**config.mk**
```make
export PLATFORM = sky130hd
export DESIGN_NAME = mini_cpu_ctrl
export DESIGN_NICKNAME = d
export VERILOG_FILES = /design/src/rtl/mini_cpu_ctrl.sv
export SDC_FILE = /design/constraint.sdc
export NUM_CORES = 1
export LEC_CHECK = 0
export BUFFER_PORTS_ARGS = -buffer_cell sky130_fd_sc_hd__buf_2
export CAP_MARGIN = 25
export CELL_PAD_IN_SITES_DETAIL_PLACEMENT = 0
export CELL_PAD_IN_SITES_GLOBAL_PLACEMENT = 1
export CORE_AREA = 2 2 63 65
export DETAILED_ROUTE_END_ITERATION = 8
export DIE_AREA = 0 0 65 67
export PLACE_DENSITY = 0.86
export SLEW_MARGIN = 20
export SYNTH_ARGS = -nofsm -noshare
export SYNTH_HDL_FRONTEND = slang
export SYNTH_SLANG_ARGS = --single-unit
```
**constraint.sdc**
```tcl
create_clock -name clk -period 2.25 [get_ports clk]
set_input_delay 0.45 -clock clk [delete_from_list [all_inputs] [get_ports clk]]
set_output_delay 0.45 -clock clk [all_outputs]
set_load 0.1 [all_outputs]
```
**src/rtl/mini_cpu_ctrl.sv**
```systemverilog
// mini_cpu_ctrl: multi-cycle FETCH/DECODE/EXEC/MEM sequencer driving the mini CPU datapath strobes.
// Build option MINI_CPU_MEM_TIMEOUT_EN adds a memory-wait watchdog that faults the core into HALT.
module mini_cpu_ctrl #(
  parameter int unsigned OPW         = 4,
  parameter int unsigned CNTW        = 16,
  parameter int unsigned MEM_TIMEOUT = 15
) (
  input  logic            clk,
  input  logic            reset,
  input  logic [OPW-1:0]  opcode,
  input  logic            zero_flag,
  input  logic            mem_ack,
  output logic            mem_req,
  output logic            mem_we,
  output logic            addr_sel,
  output logic            ir_load,
  output logic            pc_inc,
  output logic            pc_load,
  output logic [1:0]      alu_op,
  output logic            reg_we,
  output logic [1:0]      wb_sel,
  output logic            halted,
  output logic            fault,
  output logic [2:0]      state,
  output logic [CNTW-1:0] retired
);

  localparam int unsigned SW = 3;

  typedef enum logic [SW-1:0] {
    S_FETCH  = 3'd0,
    S_DECODE = 3'd1,
    S_EXEC   = 3'd2,
    S_MEM    = 3'd3,
    S_HALT   = 3'd4
  } state_t;

  localparam logic [OPW-1:0] OP_NOP = OPW'(0);
  localparam logic [OPW-1:0] OP_ADD = OPW'(1);
  localparam logic [OPW-1:0] OP_SUB = OPW'(2);
  localparam logic [OPW-1:0] OP_AND = OPW'(3);
  localparam logic [OPW-1:0] OP_OR  = OPW'(4);
  localparam logic [OPW-1:0] OP_LDI = OPW'(5);
  localparam logic [OPW-1:0] OP_LD  = OPW'(6);
  localparam logic [OPW-1:0] OP_ST  = OPW'(7);
  localparam logic [OPW-1:0] OP_JMP = OPW'(8);
  localparam logic [OPW-1:0] OP_JZ  = OPW'(9);
  localparam logic [OPW-1:0] OP_HLT = OPW'(15);

  state_t st, st_nxt;
  logic   retire_c;
  logic   fault_set_c;
  logic   timeout_c;

`ifdef MINI_CPU_MEM_TIMEOUT_EN
  // Counts consecutive cycles of an outstanding, unacknowledged request.
  logic [3:0] wcnt;

  always_ff @(posedge clk) begin
    if (reset || !(mem_req && !mem_ack)) wcnt <= '0;
    else                                 wcnt <= wcnt + 4'd1;
  end

  assign timeout_c = (wcnt == 4'(MEM_TIMEOUT));
`else
  logic [3:0] unused_timeout;
  assign unused_timeout = 4'(MEM_TIMEOUT);
  assign timeout_c      = 1'b0;
`endif

  // Datapath strobes and next state; all strobes forced low while reset is high.
  always_comb begin
    mem_req     = 1'b0;
    mem_we      = 1'b0;
    addr_sel    = 1'b0;
    ir_load     = 1'b0;
    pc_inc      = 1'b0;
    pc_load     = 1'b0;
    alu_op      = 2'b00;
    reg_we      = 1'b0;
    wb_sel      = 2'b00;
    retire_c    = 1'b0;
    fault_set_c = 1'b0;
    st_nxt      = st;
    if (!reset) begin
      case (st)
        S_FETCH: begin
          mem_req = 1'b1;
          if (mem_ack) begin
            ir_load = 1'b1;
            pc_inc  = 1'b1;
            st_nxt  = S_DECODE;
          end else if (timeout_c) begin
            fault_set_c = 1'b1;
            st_nxt      = S_HALT;
          end
        end
        S_DECODE: st_nxt = S_EXEC;
        S_EXEC: begin
          retire_c = 1'b1;
          st_nxt   = S_FETCH;
          case (opcode)
            OP_NOP: ;
            OP_ADD, OP_SUB, OP_AND, OP_OR: begin
              alu_op = 2'(opcode - OP_ADD);
              reg_we = 1'b1;
            end
            OP_LDI: begin
              reg_we = 1'b1;
              wb_sel = 2'b01;
            end
            OP_LD, OP_ST: begin
              retire_c = 1'b0;
              st_nxt   = S_MEM;
            end
            OP_JMP: pc_load = 1'b1;
            OP_JZ:  pc_load = zero_flag;
            OP_HLT: st_nxt  = S_HALT;
            default: begin
              retire_c    = 1'b0;
              fault_set_c = 1'b1;
              st_nxt      = S_HALT;
            end
          endcase
        end
        S_MEM: begin
          mem_req  = 1'b1;
          addr_sel = 1'b1;
          mem_we   = (opcode == OP_ST);
          if (mem_ack) begin
            if (opcode == OP_LD) begin
              reg_we = 1'b1;
              wb_sel = 2'b10;
            end
            retire_c = 1'b1;
            st_nxt   = S_FETCH;
          end else if (timeout_c) begin
            fault_set_c = 1'b1;
            st_nxt      = S_HALT;
          end
        end
        S_HALT:  st_nxt = S_HALT;
        default: st_nxt = S_FETCH;
      endcase
    end
  end

  // State, retire count and sticky status flags.
  always_ff @(posedge clk) begin
    if (reset) begin
      st      <= S_FETCH;
      retired <= '0;
      halted  <= 1'b0;
      fault   <= 1'b0;
    end else begin
      st     <= st_nxt;
      halted <= (st_nxt == S_HALT);
      if (retire_c)    retired <= retired + CNTW'(1);
      if (fault_set_c) fault   <= 1'b1;
    end
  end

  assign state = st;

endmodule

```
### After elaboration in Yosys (flattened, before gate mapping)

Cells that the tools add are included.

| operators by class | value |
|---|---|
| shift operators | 0 |
| multipliers | 0 |
| equality and inequality tests | 15 |
| div/mod/pow operators | 0 |
| bitwise gates (word level) | 0 |
| magnitude comparators | 0 |
| mux-type cells | 36 |
| reductions and logical operators | 9 |
| add/sub/neg operators | 2 |

Operators by type and width:

| cell | number |
|---|---|
| 2-to-1 mux 1 bit | 21 |
| adder 16 x 1 -> 16 bit, second input constant | 1 |
| == test 4 x 3 -> 1 bit, second input constant | 4 |
| one-hot mux 3 bit (5 select lines) | 1 |
| == test 4 bit, second input constant | 3 |
| 2-to-1 mux 2 bit | 6 |
| OR reduction 11 bit | 1 |
| 2-to-1 mux 3 bit | 3 |
| OR reduction 9 bit | 1 |
| == test 4 x 2 -> 1 bit, second input constant | 2 |
| OR reduction 8 bit | 1 |
| == test 3 x 2 -> 1 bit, second input constant | 2 |
| == test 3 bit, second input constant | 2 |
| one-hot mux 1 bit (2 select lines) | 3 |
| one-hot mux 3 bit (2 select lines) | 1 |
| OR reduction 5 bit | 1 |
| == test 4 x 1 -> 1 bit, second input constant | 1 |
| logical NOT 4 bit | 1 |
| one-hot mux 2 bit (2 select lines) | 1 |
| OR reduction 2 bit | 2 |
| OR reduction 4 bit | 1 |
| == test 3 x 1 -> 1 bit, second input constant | 1 |
| logical NOT 3 bit | 1 |
| subtractor 2 x 1 -> 2 bit, second input constant | 1 |

| word-level totals | value |
|---|---|
| bits in read-only memories | 0 |
| latch bits | 0 |
| input bits | 8 |
| register bits | 21 |
| bits in writable memories | 0 |
| memories | 0 |

### Logic depth before layout (Yosys ltp)

| depth | value |
|---|---|
| word-level depth | 6 |
| mapped depth | 8 |

### Least setup slack after synthesis

Ideal clock, no wire load.

| path | value |
|---|---|
| kind | register to output |
| from | register st[0] (netlist: state[0]) |
| to | output wb_sel[1] |
| setup slack | -2.800 ns |
| stages on the path, launching flop included | 5 |
| data required time | 1.800 ns |
| arrival | 4.600 ns |
| cell sequence | dfxtp_1 clkbuf_1 nand2_1 nor3_1 and4_1 |

| on the way | value |
|---|---|
| cells in the longest elaborated chain, start to end | 3 |
| elaborated cells on any way between the ends | 4 |
| classes of those cells | eq/ne: 2; mux: 2 |

RTL lines:

| what | line | text |
|---|---|---|
| start, declared | 50 | `state_t st, st_nxt;` |
| start signal, assigned | 156 | `st <= st_nxt;` |
| == test 3 x 2 -> 1 bit | 86 | `case (st)` |
| one-hot mux 2 bit (2 select lines) * | 86 |  |
| 2-to-1 mux 2 bit * | 85 | `if (!reset) begin` |
| end, declared | 21 | `output logic [1:0] wb_sel,` |

Every way passes the cells marked *; elsewhere a longest branch is shown, timed or not.

### Worst setup path in the final report

| path | value |
|---|---|
| from | input opcode[0] |
| to | output reg_we |

| on the way | value |
|---|---|
| cells in the longest elaborated chain, start to end | 5 |
| elaborated cells on any way between the ends | 12 |
| classes of those cells | eq/ne: 6; mux: 5; reduce/logical: 1 |

RTL lines:

| what | line | text |
|---|---|---|
| start, declared | 10 | `input logic [OPW-1:0] opcode,` |
| == test 4 x 3 -> 1 bit (tied with other cells) | 102 | `case (opcode)` |
| OR reduction 5 bit (no line) or 2-to-1 mux 1 bit (tied branches) | - |  |
| 2-to-1 mux 1 bit (on tied branches) | 102, 130 |  |
| one-hot mux 1 bit (2 select lines) * | 86 |  |
| 2-to-1 mux 1 bit * | 85 |  |
| end, declared | 20 | `output logic reg_we,` |

Marked as above.

==> metrics.yaml <==
portBuffers: 39
route.detailed.drc: 0
layout_worst_path_cycle_share: 1.00
fp.dieW_um: 65
io_pins: 40
initial_core_util: 0.345
die_height_um: 67
antenna_found_initial: 0
synthSimpleGateAreaFrac: 0.335
numCtsBuffers: 3
tightest_slew_ns: 0.488
p_seq_frac: 0.469
switching_power_w: 0.000278
criticalPathCategory: "input port to output port"
synth_adder_area_share: 0.0504
cp_max_fo: 4
syn_to_final_growth_pct: 44.2
cp-start-kind: "input port"
layout_commonest_cell: "buf_2"
synthDistinctLibCells: 36
synth_top_family_by_area: "simple AND/OR/NAND/NOR gates"
holdBufCountCts: 0
drive_above_1_share: 0.379
critPathArrivalTime_ns: 1.81
run_status: "complete, but fails checks"
clk_pin_slew_ns: 0.07
ys_seq_elements: 21
clock_path_buffers: 2
gr-usage-met2: 0.223
timing.final.crit_period_ns: 2.26
p_comb_frac: 0.238
yosysWarnings: 0
cts_htree_levels: 1
busiest_layer: "met2"
slew_violations: 0
slew_headroom: 0.677
viasPerCell: 5.05
power_w: 0.000835
cts_tree: "built"
ir_drop_uv: 319
timing.final.ws_setup_ns: -0.00915
cts.sink_count: 21
hold_viol: 0
required_ns: 1.80
pwr-share-clk: 0.293
met1_usage: 0.192
wl_per_cell_um: 12.1
post-place-ws_ns: 0.0154
ys_seq_area_frac: 0.338
detail_route.first_pass.iterations: 5
synth_xor_area_frac: 0.0352
violations: "negative setup slack"
hold_class: "flip-flop to flip-flop"
core_um2: 3610
intPower_w: 0.000557
maxCapViolCount: 0
grt-ovfl-total: 0
drt_iter0_markers: 79
grt_max_degree: 25
synth_area_um2: 1240
grt_use_met3: 0.0321
syn_nets: 170
switching_share: 0.333
hpwl_um: 2200
max_freq_ghz: 0.443
synth.avg_cell_area_um2: 7.91
wl_um: 2970
grt_pass1_vias: 1104
nNetsFinal: 212
cts.root.buffer_cell: "clkbuf_8"
die-area_um2: 4360
most-common-layout-cells: "buf_2, dfxtp_1, nor2_1, a21oi_1, o21ai_0"
fin_tns_setup_ns: -0.00915
ant_nets: 0
clock-skew-final_ns: 0.00673
power.density_nw_per_um2: 466
clk_latency_ns: 0.26
muxShareOfSynthArea: 0.0171
syn_inst: 157
num_antenna_cells: 0
grt_pass1_wl_um: 4820
grt_usage: 0.138
p_leak_nw: 0.720
synth_compound_area_frac: 0.170
vias: 1243
gp_congestion: 0.758
worst_hold_slack_ns: 0.468
core.rowCount: 22
finalSetupViolCount: 1
cp-end-kind: "output port"
## cells by family (layout without fill, tap and decap cells)
group | Yosys count | after routing
simple gates | 75 | 75
compound gates | 35 | 35
flops | 21 | 21
buf+inv | 14 | 55
fa+ha+maj | 5 | 5
xor+xnor | 5 | 5
mux | 2 | 2
## power by group through the flow
stage                     clock network (W)  logic, W  registers (W)
after floorplan                           0  0.000131       0.000430
after global placement                    0  0.000194       0.000399
after detailed placement                  0  0.000196       0.000400
after CTS                          0.000255  0.000197       0.000391
after global routing               0.000265  0.000211       0.000393
final                              0.000245  0.000199       0.000391
## final cells by class
| cell class | instances | area [um2] |
|---|---|---|
| clock buffer | 3 | 41.3 |
| clock inverter | 1 | 5.00 |
| fill | 352 | 1810 |
| inverter | 5 | 18.8 |
| multi-input combinational | 122 | 855 |
| sequential | 21 | 429 |
| tap | 48 | 60.1 |
| timing repair buffer | 46 | 383 |
## per-layer routing
| layer | up-vias | share of wire | routed length, um |
|---|---|---|---|
| li1 | 649 | - | - |
| met1 | 567 | 0.49 | 1460 |
| met2 | 25 | 0.46 | 1370 |
| met3 | 2 | 0.042 | 124 |
| met4 | 0 | 0.0057 | 17 |
| met5 | - | 0 | 0 |
## timing repair
| item | in CTS | in global routing |
|---|---|---|
| gates resized for setup | 0 | 4 |
| buffers inserted | 0 | 0 |
| endpoints found under the setup margin | 0 | 1 |
## per-stage QoR
step | utilization | std cells | area, um2
floorplan | - | 157 | 1380
global placement | 0.479 | 242 | 1730
detailed placement | 0.479 | 242 | 1730
CTS | 0.492 | 246 | 1770
global route | 0.497 | 246 | 1790
finish | 0.497 | 246 | 1790
## synth_stat cells
| library cell | n | area (um2) |
|---|---|---|
| a221oi_2 | 1 | 15.0 |
| xnor2_1 | 1 | 8.76 |
| ha_1 | 5 | 62.6 |
| inv_1 | 5 | 18.8 |
| or4b_4 | 1 | 13.8 |
| mux2_2 | 1 | 11.3 |
| nor2b_1 | 4 | 25.0 |
| nor2b_2 | 1 | 8.76 |
| or4_1 | 2 | 15.0 |
| a21o_1 | 1 | 7.51 |
| nor2_1 | 18 | 67.6 |
| a21oi_1 | 15 | 75.1 |
| nor4_1 | 2 | 12.5 |
| nor3_1 | 6 | 30.0 |
| mux2i_1 | 1 | 10.0 |
| nand3_1 | 6 | 30.0 |
| o31ai_1 | 2 | 15.0 |
| a211oi_1 | 2 | 15.0 |
| nor3b_1 | 2 | 15.0 |
| dfxtp_1 | 21 | 420 |
| and4_1 | 2 | 17.5 |
| o21ai_0 | 10 | 50.1 |
| nand2b_4 | 1 | 13.8 |
| nand2b_1 | 1 | 6.26 |
| o21ai_2 | 2 | 17.5 |
| nand4_1 | 7 | 43.8 |
| nor2_2 | 1 | 6.26 |
| a2111oi_0 | 1 | 8.76 |
| buf_2 | 2 | 10.0 |
| or3_1 | 9 | 56.3 |
| buf_4 | 3 | 22.5 |
| o21a_1 | 1 | 7.51 |
| nand2_1 | 8 | 30.0 |
| clkbuf_1 | 4 | 15.0 |
| xor2_1 | 4 | 35.0 |
| and3_1 | 4 | 25.0 |
## registers in the layout, summed over array words and instances (netlist names)
register,cells
halted,1
fault,1
retired,16
state,3
## final timing paths
| kind | start | to | slack [ns] | depth (start not counted) |
|---|---|---|---|---|
| setup / recovery | opcode[0] | reg_we | -0.009 | 7 |
| hold / removal | fault | fault | 0.47 | 2 |
| setup reg to reg | state[2] | retired[6] | 0.53 | 6 |
| hold reg to reg | fault | fault | 0.47 | 2 |
## critical path: stages
cell	delay, ns
buf_2	0.14
inv_1	0.12
ha_4	0.17
nand3_1	0.12
a2111oi_2	0.42
o21a_2	0.22
buf_12	0.17
(Power assumes the default switching activity.)
